### src/rtl/rram_forming_ctrl.sv
// RRAM forming controller: scans one block cell by cell, applying forming pulses
// followed by verify reads, retrying up to MAX_TRY times and counting cells that never form.
module rram_forming_ctrl #(
  parameter int PULSE_W  = 4,
  parameter int SETTLE_W = 2,
  parameter int MAX_TRY  = 3
) (
  input  logic        clk,
  input  logic        rst,
  input  logic        start,
  input  logic        abort,
  input  logic [3:0]  blk_sel,
  input  logic [4:0]  row_max,
  input  logic [4:0]  col_max,
  input  logic        rram_data,
  output logic [3:0]  block_addr,
  output logic [4:0]  row_addr,
  output logic [4:0]  col_addr,
  output logic        rram_ce,
  output logic        rram_we,
  output logic        rram_re,
  output logic        RB,
  output logic        done,
  output logic [10:0] fail_cnt
);

  typedef enum logic [2:0] {
    S_IDLE, S_SETUP, S_PULSE, S_SETTLE, S_VERIFY, S_NEXT, S_DONE
  } state_t;

  state_t      state, state_nxt;
  logic [15:0] cnt;
  logic [3:0]  try_cnt;
  logic [4:0]  row_lim, col_lim;
  logic        last_cell;
  logic        ce_d, we_d, re_d, rb_d, done_d;

  assign last_cell = (row_addr == row_lim) && (col_addr == col_lim);

  // State register
  always_ff @(posedge clk or posedge rst) begin
    if (rst) state <= S_IDLE;
    else     state <= state_nxt;
  end

  // Next-state logic; abort overrides every busy state
  always_comb begin
    state_nxt = state;
    case (state)
      S_IDLE:   if (start && !abort) state_nxt = S_SETUP;
      S_SETUP:  state_nxt = S_PULSE;
      S_PULSE:  if (cnt == 16'(PULSE_W - 1)) state_nxt = S_SETTLE;
      S_SETTLE: if (cnt == 16'(SETTLE_W - 1)) state_nxt = S_VERIFY;
      S_VERIFY: begin
        if (cnt == 16'd1) begin
          if (rram_data)                        state_nxt = S_NEXT;
          else if (try_cnt < 4'(MAX_TRY - 1))   state_nxt = S_PULSE;
          else                                  state_nxt = S_NEXT;
        end
      end
      S_NEXT:   state_nxt = last_cell ? S_DONE : S_SETUP;
      S_DONE:   state_nxt = S_IDLE;
      default:  state_nxt = S_IDLE;
    endcase
    if (abort && state != S_IDLE) state_nxt = S_IDLE;
  end

  // Outputs are decoded from the upcoming state so they register in step with it
  always_comb begin
    ce_d   = 1'b0;
    we_d   = 1'b0;
    re_d   = 1'b0;
    rb_d   = 1'b0;
    done_d = 1'b0;
    case (state_nxt)
      S_IDLE:   rb_d = 1'b1;
      S_SETUP:  ce_d = 1'b1;
      S_PULSE:  begin ce_d = 1'b1; we_d = 1'b1; end
      S_SETTLE: ce_d = 1'b1;
      S_VERIFY: begin ce_d = 1'b1; re_d = 1'b1; end
      S_NEXT:   ce_d = 1'b1;
      S_DONE:   done_d = 1'b1;
      default:  rb_d = 1'b1;
    endcase
  end

  always_ff @(posedge clk or posedge rst) begin
    if (rst) begin
      rram_ce <= 1'b0;
      rram_we <= 1'b0;
      rram_re <= 1'b0;
      RB      <= 1'b1;
      done    <= 1'b0;
    end else begin
      rram_ce <= ce_d;
      rram_we <= we_d;
      rram_re <= re_d;
      RB      <= rb_d;
      done    <= done_d;
    end
  end

  // Datapath: phase counter restarts on every state change, address/try/fail bookkeeping
  always_ff @(posedge clk or posedge rst) begin
    if (rst) begin
      cnt        <= '0;
      try_cnt    <= '0;
      block_addr <= '0;
      row_addr   <= '0;
      col_addr   <= '0;
      row_lim    <= '0;
      col_lim    <= '0;
      fail_cnt   <= '0;
    end else begin
      if (state_nxt != state || state == S_IDLE) cnt <= '0;
      else                                       cnt <= cnt + 16'd1;

      case (state)
        S_IDLE: begin
          if (state_nxt == S_SETUP) begin
            block_addr <= blk_sel;
            row_lim    <= row_max;
            col_lim    <= col_max;
            row_addr   <= '0;
            col_addr   <= '0;
            try_cnt    <= '0;
            fail_cnt   <= '0;
          end
        end
        S_VERIFY: begin
          if (state_nxt == S_PULSE)
            try_cnt <= try_cnt + 4'd1;
          else if (state_nxt == S_NEXT && !rram_data && fail_cnt != 11'd2047)
            fail_cnt <= fail_cnt + 11'd1;
        end
        S_NEXT: begin
          if (state_nxt == S_SETUP) begin
            try_cnt <= '0;
            if (col_addr == col_lim) begin
              col_addr <= '0;
              row_addr <= row_addr + 5'd1;
            end else begin
              col_addr <= col_addr + 5'd1;
            end
          end
        end
        default: ;
      endcase
    end
  end

endmodule

### config.mk
export PLATFORM = sky130hd
export DESIGN_NAME = rram_forming_ctrl
export DESIGN_NICKNAME = d
export VERILOG_FILES = /design/src/rtl/rram_forming_ctrl.sv
export SDC_FILE = /design/constraint.sdc
export NUM_CORES = 1
export LEC_CHECK = 0
export BUFFER_PORTS_ARGS = -buffer_cell sky130_fd_sc_hd__buf_2
export CORE_UTILIZATION = 50
export DETAILED_ROUTE_END_ITERATION = 10
export PLACE_DENSITY = 0.69
export SLEW_MARGIN = 20
export SYNTH_ARGS = -nofsm -noshare
export SYNTH_HDL_FRONTEND = slang
export SYNTH_SLANG_ARGS = --single-unit
### constraint.sdc
create_clock -name clk -period 4.6 [get_ports clk]
set_input_delay 1.38 -clock clk [delete_from_list [all_inputs] [get_ports clk]]
set_output_delay 1.38 -clock clk [all_outputs]
set_load 0.005 [all_outputs]
After elaboration in Yosys (flattened, before gate mapping)

Cells that the tools add are included.

Add/sub/neg operators: 5
Reduce and logical (&&, ||, !) cells: 21
Magnitude comparators: 1
Multiplexer cells: 29
Eq/ne operators: 24

Operators with widths:

| cell                                                                    | number |
|---|---|
| 11-bit two-way mux                                                      | 3 |
| 5-bit two-way mux                                                       | 5 |
| 3-bit two-way mux                                                       | 8 |
| 11-bit case mux with 2 select lines                                     | 1 |
| 5-bit case mux with 2 select lines                                      | 2 |
| 3-bit case mux with 6 select lines                                      | 1 |
| 16-bit by 1-bit adder with 16-bit output (second input constant)        | 1 |
| 16-bit by 1-bit equality test with 1-bit output (second input constant) | 1 |
| 16-bit by 2-bit equality test with 1-bit output (second input constant) | 1 |
| 16-bit two-way mux                                                      | 1 |
| 3-bit equality test (second input constant)                             | 5 |
| 3-bit by 2-bit equality test with 1-bit output (second input constant)  | 4 |
| 11-bit by 1-bit adder with 11-bit output (second input constant)        | 1 |
| 11-bit inequality test (second input constant)                          | 1 |
| 5-bit by 1-bit adder with 5-bit output (second input constant)          | 2 |
| 5-bit equality test                                                     | 2 |
| 2-bit inequality test (second input constant)                           | 5 |
| 4-bit two-way mux                                                       | 2 |
| 4-bit case mux with 2 select lines                                      | 1 |
| 4-bit AND reduction                                                     | 2 |
| 3-bit by 1-bit equality test with 1-bit output (second input constant)  | 2 |
| 3-bit AND reduction                                                     | 2 |
| 2-bit nonzero test                                                      | 3 |
| 6-bit OR reduction                                                      | 1 |
| 13 further kinds                                                        | 23 |

Word-level logic and storage cells: 94
Input port bits: 19
Register bits: 63

Logic depth before layout (Yosys ltp)

Depth in word-level cells: 12
Gate-level depth with buffers: 11

Least setup slack after synthesis

OpenSTA, ideal clock, no wires.

Path type: input-to-reg
Start point: input rram_data
End point: register row_addr[2]
Stages on the path: 7
Data arrival time: 2.975 ns
Library setup time: 0.066 ns
Slack: 1.559 ns
Buffers on the path: 1
Cell sequence: or4_1 o21ai_1 and3_1 buf_2 nand3_4 or4_1 nand2_1

Word-level cells in the longest chain between the ends: 7
Elaborated cells between the ends (all ways): 8
Classes of those cells: 3 x eq/ne; 4 x mux; 1 x reduce/logical

Ends and longest elaborated chain:

| item                                                                                                              | line     | text |
|---|---|---|
| from (decl)                                                                                                       | 15       | `input logic rram_data,` |
| 3-bit two-way mux (*)                                                                                             | 56       | `if (rram_data) state_nxt = S_NEXT;` |
| 3-bit two-way mux (*)                                                                                             | 55       | `if (cnt == 16'd1) begin` |
| 3-bit case mux with 6 select lines (*)                                                                            | 49       | `case (state)` |
| 3-bit two-way mux (*)                                                                                             | 65       | `if (abort && state != S_IDLE) state_nxt = S_IDLE;` |
| 3-bit by 1-bit equality test with 1-bit output (*)                                                                | 120, 137 |  |
| 2-bit inequality test (no source line) / 2-bit by 1-bit inequality test with 1-bit output (equally long branches) | n/a      |  |
| 4-bit AND reduction (no source line) (*)                                                                          | n/a      |  |
| to (signal assigned)                                                                                              | 141      | `row_addr <= row_addr + 5'd1;` |
| to (decl)                                                                                                         | 17       | `output logic [4:0] row_addr,` |

Every way passes the cells marked *; elsewhere a longest branch is shown, timed or not.
A chain may end at the register's enable or synchronous reset.

Final worst setup path

Start point: input abort
End point: register fail_cnt[8]

Word-level cells in the longest chain between the ends: 10
Elaborated cells between the ends (all ways): 15
Classes of those cells: 6 x eq/ne; 3 x mux; 6 x reduce/logical

Ends and longest elaborated chain:

| item                                     | line | text |
|---|---|---|
| from (decl)                              | 11   | `input logic abort,` |
| 1-bit logical NOT                        | 50   | `S_IDLE: if (start && !abort) state_nxt = S_SETUP;` |
| 1-bit logical AND                        | 50   |  |
| 3-bit two-way mux                        | 50   |  |
| 3-bit case mux with 6 select lines       | 49   |  |
| 3-bit two-way mux (*)                    | 65   |  |
| via state_nxt[0]                         | 31   | `state_t state, state_nxt;` |
| 3-bit equality test                      | 133  | `else if (state_nxt == S_NEXT && !rram_data && fail_cnt != 11'd2047)` |
| 1-bit logical AND (2 in a row)           | 133  |  |
| 2-bit inequality test (no source line)   | n/a  |  |
| 4-bit AND reduction (no source line) (*) | n/a  |  |
| to (signal assigned)                     | 134  | `fail_cnt <= fail_cnt + 11'd1;` |
| to (decl)                                | 24   | `output logic [10:0] fail_cnt` |

Mark *: on every way through the listed nets, which the timed path passes. The rest lies on a longest branch.

==> flow_summary.json <==
{
  "holdBufCountCts": 0,
  "p_comb_frac": 0.171,
  "worstSetupPathType": "primary input to register",
  "status": "finished, violations left",
  "cts-buffers-inserted": 9,
  "yosys-top-cells-area": "dfrtp_1 46%, nand2_1 7.1%, xnor2_1 5.0%",
  "grt_pass1_wl_mm": 12.1,
  "hold_ws_ns": 0.472,
  "track_usage": 0.214,
  "period_share": 0.680,
  "gp_congestion": 0.934,
  "drc": 8,
  "rsz0062_at_grt": "no",
  "utilization": 0.605,
  "initialDrtViolationCount": 154,
  "cp_slowest_cell": "or4_1",
  "p_sw_uw": 403,
  "io_buffers": 48,
  "ctsResizeCount": 0,
  "setup-violations-final": 0,
  "clockRootBuffer": "clkbuf_8",
  "synth_edf_count": 0,
  "cts_htree_levels": 3,
  "worstSetupEndpointType": "register",
  "synth_top_area_cell": "dfrtp_1",
  "p_seq_frac": 0.438,
  "cp_slowest_stage_delay_ns": 0.47,
  "clk_pin_slew_ns": 0.07,
  "power.clock.fraction": 0.392,
  "final_antenna_net_count": 0,
  "place_area_mm2": 0.00365,
  "hpwl_mm": 5.05,
  "cts.sinks": 63,
  "async_reset_ff_frac": 1.00,
  "relSlewSlack": 0.366,
  "rows": 29,
  "grt-ovfl-total": 0,
  "worst_ep_arrival_time_ns": 3.39,
  "antenna_found_initial": 0,
  "worst_slack_ns": 1.47,
  "yosysMostFrequentCell": "nand2_1",
  "ir_worst_vdd_v": 0.000195,
  "wl_per_cell_um": 14.5,
  "diodes": 0,
  "synth_common_cells": "63 x nand2_1, 62 x dfrtp_1, 21 x nand3_1, 19 x xnor2_1, 18 x nor3_1",
  "r2r_slack_ns": 1.80,
  "violations": "DRC",
  "ys_ff_latch": 63,
  "hold_path.class": "register to register",
  "die_w_um": 83.9,
  "p_per_area_mw_per_mm2": 383,
  "syn_area_mm2": 0.00335,
  "post_cts_buffers": 0,
  "final_area_mm2": 0.00389,
  "crit_fanout": 15,
  "internal_power_uw": 1090,
  "area_delta_synth_final_pct": 16.0,
  "syn_avg_cell_area_um2": 9.60,
  "fmax_mhz": 320,
  "die_area_mm2": 0.00704,
  "p_sw_frac": 0.271,
  "slew_violations": 0,
  "dr.pass1.iters": 7,
  "ys.flop_type": "dfrtp_1",
  "power.leakage_uw": 0.00186,
  "synth.distinct_cells": 58,
  "initial_core_util": 0.522,
  "io_pins": 49,
  "place_worst_setup_slack_ns": 1.14,
  "synth_top_cell_area_share": 0.463,
  "fillers": 551,
  "syn-num-nets": 374,
  "fp.dieH_um": 83.9,
  "wl_mm": 6.99,
  "via_per_inst": 5.75,
  "period_minus_slack_ns": 3.13,
  "core_area_mm2": 0.00642,
  "clock_skew_ns": 0.0117,
  "drive_above_1_share": 0.218,
  "vias": 2766,
  "cp_cell_sequence": "buf_2, o21a_1, o22ai_1, inv_1, a31oi_4, nand3_2, or4_1, a21oi_1",
  "timing.max_cap.violations": 0,
  "syn_inst": 349,
  "tightestPinTransition_ns": 0.950,
  "finalSetupTns_ns": 0,
  "grt_pass1_vias": 2686,
  "hold_viol_final": 0,
  "ys_seq_area_frac": 0.471,
  "clockBufferDepth": 2,
  "grt_max_degree": 47,
  "crit_required_ns": 4.87,
  "fin_nets": 424,
  "cts_tree": "yes",
  "start_kind": "primary input",
  "clk-insertion-delay-late_ns": 0.34,
  "synth_warnings": 0
}
==> layout by cell type, fill, tap and decap left out, types with 4 or more instances in the layout <==
cell type  Yosys  final
or3_1          7      7
nand4_1        6      6
a21o_1         4      4
xor2_1         6      6
a31oi_1        4      4
nand2_1       63     63
a21oi_1       10     10
clkbuf_8       0     10
buf_2          5     48
ha_1           6      6
nor3_1        18     18
nor2_1        13     13
inv_1          9      8
nor2b_1        6      6
o21ai_0       14     14
dfrtp_1       62     62
and3_1        11     11
and4_1         4      4
xnor2_1       19     19
nand3_1       21     21
buf_4          2      4
==> worst paths after layout <==
check / startpoint / to / cells past startpoint
min in group asynchronous: rst / block_addr[3] / 2
worst max register to register: cnt[6] / fail_cnt[8] / 7
worst max-delay path: abort / fail_cnt[8] / 8
max in group asynchronous: rst / try_cnt[1] / 3
worst min-delay path: block_addr[2] / block_addr[2] / 2
worst min register to register: block_addr[2] / block_addr[2] / 2
==> metal layers <==
layer | GRT usage | wire [µm]
met3 | 0.0396 | 271
met4 | 0.0831 | 118
met2 | 0.348 | 3280
met1 | 0.285 | 3320
met5 | 0 | 0
==> metrics by stage <==
stage	power, µW	instances
2_1_floorplan	845	349
4_1_cts	1500	481
5_1_grt	1560	481
3_5_place_dp	917	465
6_report	1490	481
3_3_place_gp	910	465
==> cell type report <==
class                      instances  area (µm²)  area share
multi-input combinational        264        1670       0.430
sequential                        63        1580       0.406
timing repair buffer              52         270      0.0695
clock buffer                      13         149      0.0383
tap                               77        96.3      0.0248
clock inverter                     3        90.1      0.0232
inverter                           9        33.8     0.00869
==> power groups by stage <==
stage / clock network [µW] / registers, µW / logic (µW)
after floorplan: 0 / 651 / 193
after global placement: 0 / 661 / 249
after detailed placement: 0 / 663 / 254
after CTS: 592 / 653 / 256
after global routing: 616 / 660 / 286
final: 583 / 652 / 254
==> cells by family after synthesis <==
| logic type | count (synthesis) | synth area share |
|---|---|---|
| buffers and inverters | 22 | 0.0310 |
| XOR/XNOR | 25 | 0.0653 |
| AO/OA/AOI/OAI | 54 | 0.113 |
| flip-flops | 63 | 0.471 |
| adder cells (fa/ha/maj) | 6 | 0.0224 |
| AND/OR/NAND/NOR | 175 | 0.284 |
| multiplexers | 4 | 0.0142 |
==> sequential cells by signal, summed over array words and instances, names as in the netlist <==
register / flops
try_cnt: 4
rram_ce: 1
block_addr: 4
rram_we: 1
rram_re: 1
RB: 1
fail_cnt: 11
done: 1
row_lim: 5
row_addr: 5
col_lim: 5
col_addr: 5
cnt: 16
state: 3
==> critical path: cells and delay by family <==
kind / cells / cell delay (ns)
AOI/OAI and AO/OA: 4 / 0.92
and+or+nand+nor: 2 / 0.77
buffers and inverters: 2 / 0.32
(Power assumes the default switching activity.)
